$ cat src/rtl/ex_stall_ctrl.sv
// ex_stall_ctrl: execute-stage hazard and multicycle sequencer.
// Holds a Booth multiply in EX until its product is ready, inserts a single
// bubble for each load-use hazard, and abandons a pending multiply when an
// older branch flushes the pipe. All outputs are Mealy and combinational.
module ex_stall_ctrl #(
  parameter int          MULT_LAT  = 4,      // cycles a multiply sits in EX (2..16)
  parameter logic [5:0]  MULT_S_OP = 6'h0e,  // signed multiply alu_ctrl code
  parameter logic [5:0]  MULT_U_OP = 6'h0f   // unsigned multiply alu_ctrl code
) (
  input  logic       clk,
  input  logic       rst,
  input  logic       ex_valid,
  input  logic [5:0] ex_alu_ctrl,
  input  logic       ex_mem_read,
  input  logic [4:0] ex_write_reg,
  input  logic [4:0] id_regA,
  input  logic [4:0] id_regB,
  input  logic       id_useB,
  input  logic       flush,
  output logic       stall_front,
  output logic       bubble_ex,
  output logic       ex_lock,
  output logic       mem_nop,
  output logic       mult_busy,
  output logic       mult_done
);

  typedef enum logic {
    IDLE = 1'b0,
    MULT = 1'b1
  } state_t;

  // The capture cycle and the IDLE lock cycle are not counted by cnt.
  localparam logic [3:0] CNT_INIT = 4'(MULT_LAT - 2);

  state_t     state_q, state_d;
  logic [3:0] cnt_q, cnt_d;

  logic is_mult;
  logic load_use;

  assign is_mult = ex_valid &&
                   ((ex_alu_ctrl == MULT_S_OP) || (ex_alu_ctrl == MULT_U_OP));

  // Register 0 is hardwired, so a load into it never creates a dependency.
  assign load_use = ex_valid && ex_mem_read && (ex_write_reg != 5'd0) &&
                    ((id_regA == ex_write_reg) ||
                     (id_useB && (id_regB == ex_write_reg)));

  // State and down-counter registers.
  // NOTE: sequential state uses non-blocking (<=) so every register samples
  // pre-edge values; blocking here would create order-dependent races.
  always_ff @(posedge clk or posedge rst) begin
    if (rst) begin
      state_q <= IDLE;
      cnt_q   <= 4'd0;
    end else begin
      state_q <= state_d;
      cnt_q   <= cnt_d;
    end
  end

  // Next-state and output decode; priority is flush > multiply > load-use.
  always_comb begin
    // NOTE: every output and next-state signal gets a default before any
    // branch, so no path leaves one unassigned and no latch is inferred.
    state_d     = state_q;
    cnt_d       = cnt_q;
    stall_front = 1'b0;
    bubble_ex   = 1'b0;
    ex_lock     = 1'b0;
    mem_nop     = 1'b0;
    mult_busy   = 1'b0;
    mult_done   = 1'b0;

    unique case (state_q)
      IDLE: begin
        if (flush) begin
          bubble_ex = 1'b1;
        end else if (is_mult) begin
          ex_lock     = 1'b1;
          stall_front = 1'b1;
          mem_nop     = 1'b1;
          cnt_d       = CNT_INIT;
          state_d     = MULT;
        end else if (load_use) begin
          stall_front = 1'b1;
          bubble_ex   = 1'b1;
        end
      end

      MULT: begin
        // Load-use is not evaluated here: ID is frozen behind the multiply.
        if (flush) begin
          // The multiply is younger than the branch and is discarded.
          bubble_ex = 1'b1;
          state_d   = IDLE;
        end else if (cnt_q != 4'd0) begin
          mult_busy   = 1'b1;
          ex_lock     = 1'b1;
          stall_front = 1'b1;
          mem_nop     = 1'b1;
          cnt_d       = cnt_q - 4'd1;
        end else begin
          // Locks released: EX/MEM captures the product this edge.
          mult_busy = 1'b1;
          mult_done = 1'b1;
          state_d   = IDLE;
        end
      end

      default: begin
        state_d = IDLE;
      end
    endcase
  end

endmodule

$ cat config.mk
export PLATFORM = sky130hd
export DESIGN_NAME = ex_stall_ctrl
export DESIGN_NICKNAME = d
export VERILOG_FILES = /design/src/rtl/ex_stall_ctrl.sv
export SDC_FILE = /design/constraint.sdc
export NUM_CORES = 1
export LEC_CHECK = 0
export BUFFER_PORTS_ARGS = -buffer_cell sky130_fd_sc_hd__buf_2
export CORE_AREA = 2 2 39 41
export DETAILED_ROUTE_END_ITERATION = 12
export DIE_AREA = 0 0 41 43
export HOLD_SLACK_MARGIN = 0.15
export PLACE_DENSITY = 0.7
export SETUP_SLACK_MARGIN = 0.05
export SKIP_CTS_REPAIR_TIMING = 1
export SYNTH_ARGS = -nofsm -noshare
export SYNTH_HDL_FRONTEND = slang
export SYNTH_SLANG_ARGS = --single-unit
$ cat constraint.sdc
create_clock -name clk -period 3.9 [get_ports clk]
set_clock_uncertainty 0.15 [all_clocks]
set_input_delay 0.39 -clock clk [delete_from_list [all_inputs] [get_ports clk]]
set_output_delay 0.39 -clock clk [all_outputs]
set_load 0.02 [all_outputs]
# --- Yosys cells after proc, flatten, opt, wreduce, memory -nomap -nowiden ---
# Index checks and enable logic that the tools add are counted.
op_classes:
  add_sub_neg: 1
  n_eq_ne: 8
  bitwise: 1
  n_reduce_logical: 10
  n_mux: 23
ops:
  columns: ["cell", "count"]
  rows:
  - ["2-to-1 mux 4 bit", 4]
  - ["2-to-1 mux 1 bit", 15]
  - ["== test 6 x 4 -> 1 bit, second input constant", 2]
  - ["== test 5 bit", 2]
  - ["one-hot mux 4 bit (2 select lines)", 1]
  - ["!= test 2 bit, second input constant", 3]
  - ["one-hot mux 1 bit (2 select lines)", 3]
  - ["logical AND 1 bit", 5]
  - ["nonzero test 5 bit", 1]
  - ["AND reduction 4 bit", 1]
  - ["nonzero test 4 bit", 1]
  - ["subtractor 4 x 1 -> 4 bit, second input constant", 1]
  - ["logical OR 1 bit", 2]
  - ["!= test 2 x 1 -> 1 bit, second input constant", 1]
  - ["NOT 1 bit", 1]
totals:
  input_bits: 27
  reg_bits: 5
  wordCells: 45
  out_inout_bits: 6

# --- Logic depth before layout (Yosys ltp) ---
# Gate-level depths: netlist of the first run.
logic_depth:
  ltp_word: 8
  ltp_mapped: 6

# --- Least setup slack after synthesis of the first run ---
# Ideal clock, no wire load.
synth_timing:
  kind: "register to output"
  startpoint: "reg cnt_q[0]"
  endpoint: "out stall_front"
  path_stages_with_launch: 6
  arrival_time_ns: 1.554
  required_ns: 3.360
  path_slack_ns: 1.806
  n_path_buf: 0
  cell_sequence: "dfrtp_1 inv_1 ha_1 or3b_4 a21o_1 o21bai_1"
synth_via:
  elab_chain_len: 4
synth_rtl:
  columns: ["item", "line", "source"]
  rows:
  - ["start, declared", "37", "logic [3:0] cnt_q, cnt_d;"]
  - ["start signal, assigned", "59", "cnt_q <= cnt_d;"]
  - ["nonzero test 4 bit", "98", "end else if (cnt_q != 4'd0) begin"]
  - ["2-to-1 mux 1 bit", "98", null]
  - ["2-to-1 mux 1 bit", "94", "if (flush) begin"]
  - ["one-hot mux 1 bit (2 select lines)", "76", "unique case (state_q)"]
  - ["end, declared", "20", "output logic stall_front,"]
# No other way between the ends.

# --- Final worst setup path of the first run ---
# Same ends and word-level chain as after synthesis.

==> metrics.csv, run 1 <==
metric,value,unit
ant_nets,0,
overflow,0,
leakagePower,0.000352,uW
firstDrtPassIters,2,
wl_per_cell,10.3,um
slew_violations,0,
start_util,0.332,
critPathBufInv,2,
drive_above_1_share,0.414,
worstSetupPathType,reg2out,
hold-path-cell-count,3,
crit_path_max_incr_delay,0.40,ns
start_kind,register,
grtUsageTotal,0.138,
io-pin-count,33,
grt_pass1_vias,437,
synth.top_cell.area_share,0.272,
syn_to_final_growth,44.4,%
r2r_setup_slack,2.04,ns
post-place-ws,1.69,ns
cts.htree.levels,1,
synth_area,459,um2
die_y,43,um
core_area,1380,um2
synth.avg_cell_area,8.83,um2
fmax,421,MHz
syn_nets,81,
diodes,0,
setup_viol,0,
setup_ws,1.52,ns
drt_iter0_drc,2,
p_per_area,286,nW/um2
numClockSinks,5,
path_cells,inv_1 -> ha_1 -> or3b_4 -> a21o_1 -> o21bai_1 -> buf_2,
grt_max_degree,7,
crit_arrival,1.84,ns
cts.clk_slew.worst_paths,0.04,ns
numCtsBuffers,3,
worst_pin_slew,0.508,ns
gp_congestion,0.717,
place.port_buffers,31,
synth_area_leader_cell,dfrtp_1,
cts_buffer_depth,2,
synthTopCellsByArea,"dfrtp_1 (27%), xor2_1 (21%), ha_1 (5.4%)",
min_period,2.38,ns
r2r_end,cnt_q[1],
reg2reg_from,cnt_q[0],
finalCritPeriodShare,0.609,
synth_cell_types,23,
insertion_delay,0.23,ns
cts_root_buf,clkbuf_4,
dp_hpwl,921,um
worstHoldEndpoint,cnt_q[3],
grt_pass1_wl,1.59,mm
crit_path_top_delay_cell,or3b_4,
hp-start,flush,
required,3.36,ns
peakVddDrop,0.000159,V
die-area,1760,um2
num_rows,14,
fin_util,0.479,
synth_cells,52,
ys_warn_count,0,
tns,0,ns
ff2ff_path_depth,5,
antenna_found_initial,0,
layout_commonest_cell,buf_2,
worst-path-max-fanout,6,
maxCapViolations,0,
fp.dieW,41,um
cts_tree,done,
ys_ff_latch,5,
synth-seq-area-share,0.272,
fin_nets,117,
drc_errors,0,
vias_per_cell,4.66,
critPathTopFamily,compound AO/OA/AOI/OAI gates,
vias,480,
outcome,"complete, no violations",
worst_setup_path_end_kind,output pin,
crit_cells,6,
hold_viol_final,0,
wirelength,1.06,mm
relSlewSlack,0.658,
hold_class,in2reg,
rsz0062_at_grt,false,
final_cell_mix,"buf_2 (31), xor2_1 (11), dfrtp_1 (5)",
synthesized netlist by cell type:
cell type	number
nor2_1	4
mux2_4	1
inv_1	3
nor3_1	3
xor2_1	11
nand3_1	3
ha_1	2
o21ai_0	1
xnor2_1	1
o21bai_1	2
nor2b_1	2
nor3b_1	1
o211ai_1	1
or3b_4	1
nand2_1	2
dfrtp_1	5
a21o_1	1
nand2b_1	1
nor4_1	2
a32oi_1	1
and2_1	1
buf_4	1
nand4b_1	2
metal layers:
metal | global-route usage | share of wire | vias to the layer above
met4 | 0.100 | 0 | 0
li1 | - | - | 251
met2 | 0.228 | 0.50 | 24
met3 | 0.0366 | 0.11 | 0
met1 | 0.135 | 0.39 | 205
met5 | 0 | 0 | -
worst min-delay path: cells and delay by family:
kind	cells	cell delay [ns]
buffers and inverters	1	0.11
and+or+nand+nor	2	0.18
flip-flops by register name, indices dropped and copies added, names as in the netlist:
name	cells
cnt_q	4
state_q	1
logic make-up (layout without fill, tap and decap cells):
logic type | after synthesis | count (layout) | synth area share
XOR/XNOR | 12 | 12 | 0.229
flip-flops | 5 | 5 | 0.272
AO/OA/AOI/OAI | 6 | 6 | 0.0954
adder cells (fa/ha/maj) | 2 | 2 | 0.0545
buffers and inverters | 4 | 39 | 0.0409
AND/OR/NAND/NOR | 22 | 22 | 0.275
multiplexers | 1 | 1 | 0.0327
report_power, final:
part / leakage (uW) / internal (uW) / switching [uW] / total (uW)
registers: 0.0000648 / 61.0 / 5.64 / 66.6
logic: 0.000272 / 34.4 / 31.8 / 66.2
clock network: 0.0000150 / 38.5 / 18.2 / 56.7
per-stage QoR:
stage               power, uW  cells  hold WS, ns  cell area [um2]
floorplan                 109     52       0.0185              459
global placement          132     98        0.137              627
detailed placement        134     98        0.140              627
CTS                       194    102       -0.117              653
global route              209    103        0.381              663
finish                    190    103        0.345              663
worst max path at each step:
stage / end / slack (ns) / startpoint
after floorplan: stall_front / 1.81 / cnt_q[0]
after global placement: stall_front / 1.74 / ex_alu_ctrl[5]
after detailed placement: stall_front / 1.69 / ex_alu_ctrl[5]
after CTS: stall_front / 1.49 / cnt_q[0]
after global routing: stall_front / 1.40 / cnt_q[0]
final: stall_front / 1.52 / cnt_q[0]
cell type report:
| cell class | count | area, um2 |
|---|---|---|
| Clock buffer | 4 | 26.3 |
| Fill cell | 139 | 721 |
| Inverter | 3 | 11.3 |
| Multi-Input combinational cell | 43 | 315 |
| Sequential cell | 5 | 125 |
| Tap cell | 16 | 20.0 |
| Timing Repair Buffer | 32 | 165 |
Note: power is estimated with default switching activity, not from simulation.
==> run 2: changes to the inputs <==
ABC_AREA = 1   (was not set)
CORE_AREA = not set   (was 2 2 39 41)
CORE_MARGIN = 2   (was not set)
CORE_UTILIZATION = 38   (was not set)
DIE_AREA = not set   (was 0 0 41 43)
PLACE_DENSITY = 0.74   (was 0.7)
clock period = 2 ns   (was 3.9 ns; I/O delays follow)
==> metrics.csv, run 2 <==
metric,value,unit
outcome,"complete, no violations",
seqPwrFrac,0.341,
synth_cells,103,
num_rows,13,
ys.flop_type,dfrtp_1,
regArea,125,um2
p_per_area,431,nW/um2
numCtsBuffers,3,
synth_area,569,um2
critPathBufInv,3,
final_cell_mix,"nand2_1 (37), buf_2 (31), inv_1 (22)",
cts.clk_slew.worst_paths,0.04,ns
grt_pass1_wl,2.24,mm
place.port_buffers,31,
fin_nets,168,
core_area,1350,um2
setup_viol,0,
pwr-share-clk,0.327,
max_flop_register,cnt_q,
fmax,561,MHz
synth_cell_types,19,
synthTopCellsByArea,"nand2_1 (24%), dfrtp_1 (22%), inv_1 (15%)",
synth_common_cells,"nand2_1 (37), inv_1 (23), nor2_1 (14), nand3_1 (7), dfrtp_1 (5)",
crit_path_top_delay_cell,dfrtp_1,
multi_input_comb_area,347,um2
syn_to_final_growth,35.6,%
synth-seq-area-share,0.220,
io-pin-count,33,
p_sw_frac,0.304,
netSwitchingPower,101,uW
synth_top_family_by_area,simple AND/OR/NAND/NOR gates,
tns,0,ns
die_y,42.7,um
synth.top_cell.area_share,0.244,
wl_per_cell,8.14,um
pwr-share-comb,0.332,
reg_top3,"cnt_q: 4 flops, state_q: 1 flops",
start_util,0.422,
required,1.65,ns
fp.dieW,42.7,um
synth_fa_ha_area_frac,0.0440,
synthMuxAreaShare,0,
wirelength,1.25,mm
vias_per_cell,4.42,
yosysMostFrequentCell,nand2_1,
crit_arrival,1.43,ns
gp_congestion,0.803,
relSlewSlack,0.885,
cts_buffer_depth,2,
whs,0.231,ns
slew_violations,0,
dp_hpwl,1.12,mm
worst_setup_path_end_kind,output pin,
ys_warn_count,0,
largest_reg_flops,4,
crit_path_max_incr_delay,0.35,ns
leakagePower,0.000531,uW
overflow,0,
async_flop_share,1.00,
synth_edf_count,0,
synth_compound_area_frac,0.0176,
drive_above_1_share,0.304,
peakVddDrop,0.000323,V
grt_pass1_vias,629,
start_kind,register,
finalCritPeriodShare,0.891,
grtUsageTotal,0.155,
antenna_found_initial,0,
worst-path-max-fanout,5,
vias,676,
synth.avg_cell_area,5.53,um2
p_int,232,uW
hold_viol_final,0,
worst_pin_slew,0.171,ns
synth_area_leader_cell,nand2_1,
drc_errors,0,
hold_class,in2reg,
grt_max_degree,6,
syn_nets,132,
insertion_delay,0.23,ns
layout_commonest_cell,nand2_1,
cts.htree.levels,1,
nFillCells,147,
drt_iter0_drc,7,
die-area,1820,um2
yosys.area_share.simple,0.516,
maxCapViolations,0,
firstDrtPassIters,4,
cts_tree,done,
worstSetupPathType,reg2out,
min_period,1.78,ns
numClockSinks,5,
critPathTopFamily,simple AND/OR/NAND/NOR gates,
rsz0062_at_grt,false,
ys_ff_latch,5,
ant_nets,0,
cts_root_buf,clkbuf_4,
diodes,0,
path_cells,inv_2 -> ha_1 -> nand2_2 -> nand2_2 -> nand2_1 -> inv_1 -> nand2_1 -> buf_2,
synth_xor_area_frac,0.0308,
[run 2: logic make-up after synthesis]
| group | Yosys count |
|---|---|
| AOI/OAI and AO/OA | 2 |
| xor gates and xnor gates | 2 |
| adders and majority gates | 2 |
| buffers and inverters | 25 |
| DFF | 5 |
| and+or+nand+nor | 67 |
[run 2: final cells by class]
| cell class | instances | area share |
|---|---|---|
| multi-input cells | 73 | 0.449 |
| repair buffers | 32 | 0.214 |
| flip-flops and latches | 5 | 0.162 |
| inverters | 24 | 0.117 |
| clock buffers | 4 | 0.0340 |
| well taps | 15 | 0.0243 |
[run 2: layer usage]
metal  global-route usage  part of all wire  up-vias
met4               0.0563                 0        0
li1                     -                 -      373
met1                0.170              0.45      287
met5                    0                 0        -
met2                0.297              0.50       16
met3               0.0170             0.051        0
[run 2: worst paths after layout]
| check | start | to | slack, ns | depth (start not counted) |
|---|---|---|---|---|
| max in group asynchronous | rst | cnt_q[3] | 1.28 | 3 |
| hold reg to reg | cnt_q[1] | cnt_q[1] | 0.38 | 2 |
| min in group asynchronous | rst | state_q | 0.25 | 3 |
| setup reg to reg | cnt_q[0] | cnt_q[1] | 0.68 | 7 |
| setup / recovery | cnt_q[0] | stall_front | 0.22 | 8 |
| hold / removal | flush | cnt_q[0] | 0.23 | 4 |
[run 2: worst min-delay path, cell delays in order]
cell	delay, ns
buf_2	0.14
nor2_4	0.06
nand3_1	0.06
o21ai_0	0.08
[run 2: through the flow]
step	power (uW)	cell area [um2]	worst slack, ns	util	instances
6_report	333	772	0.219	0.572	153
5_1_grt	370	772	0.0946	0.572	153
3_3_place_gp	221	736	0.429	0.545	148
3_5_place_dp	224	736	0.404	0.545	148
4_1_cts	337	762	0.151	0.564	152
2_1_floorplan	181	569	0.414	-	103
[run 2: power groups by stage]
stage / logic (uW) / clock network, uW / registers [uW]
2_1_floorplan: 67.6 / 0 / 114
3_3_place_gp: 106 / 0 / 114
3_5_place_dp: 110 / 0 / 115
4_1_cts: 110 / 114 / 113
5_1_grt: 130 / 126 / 114
6_report: 110 / 109 / 113
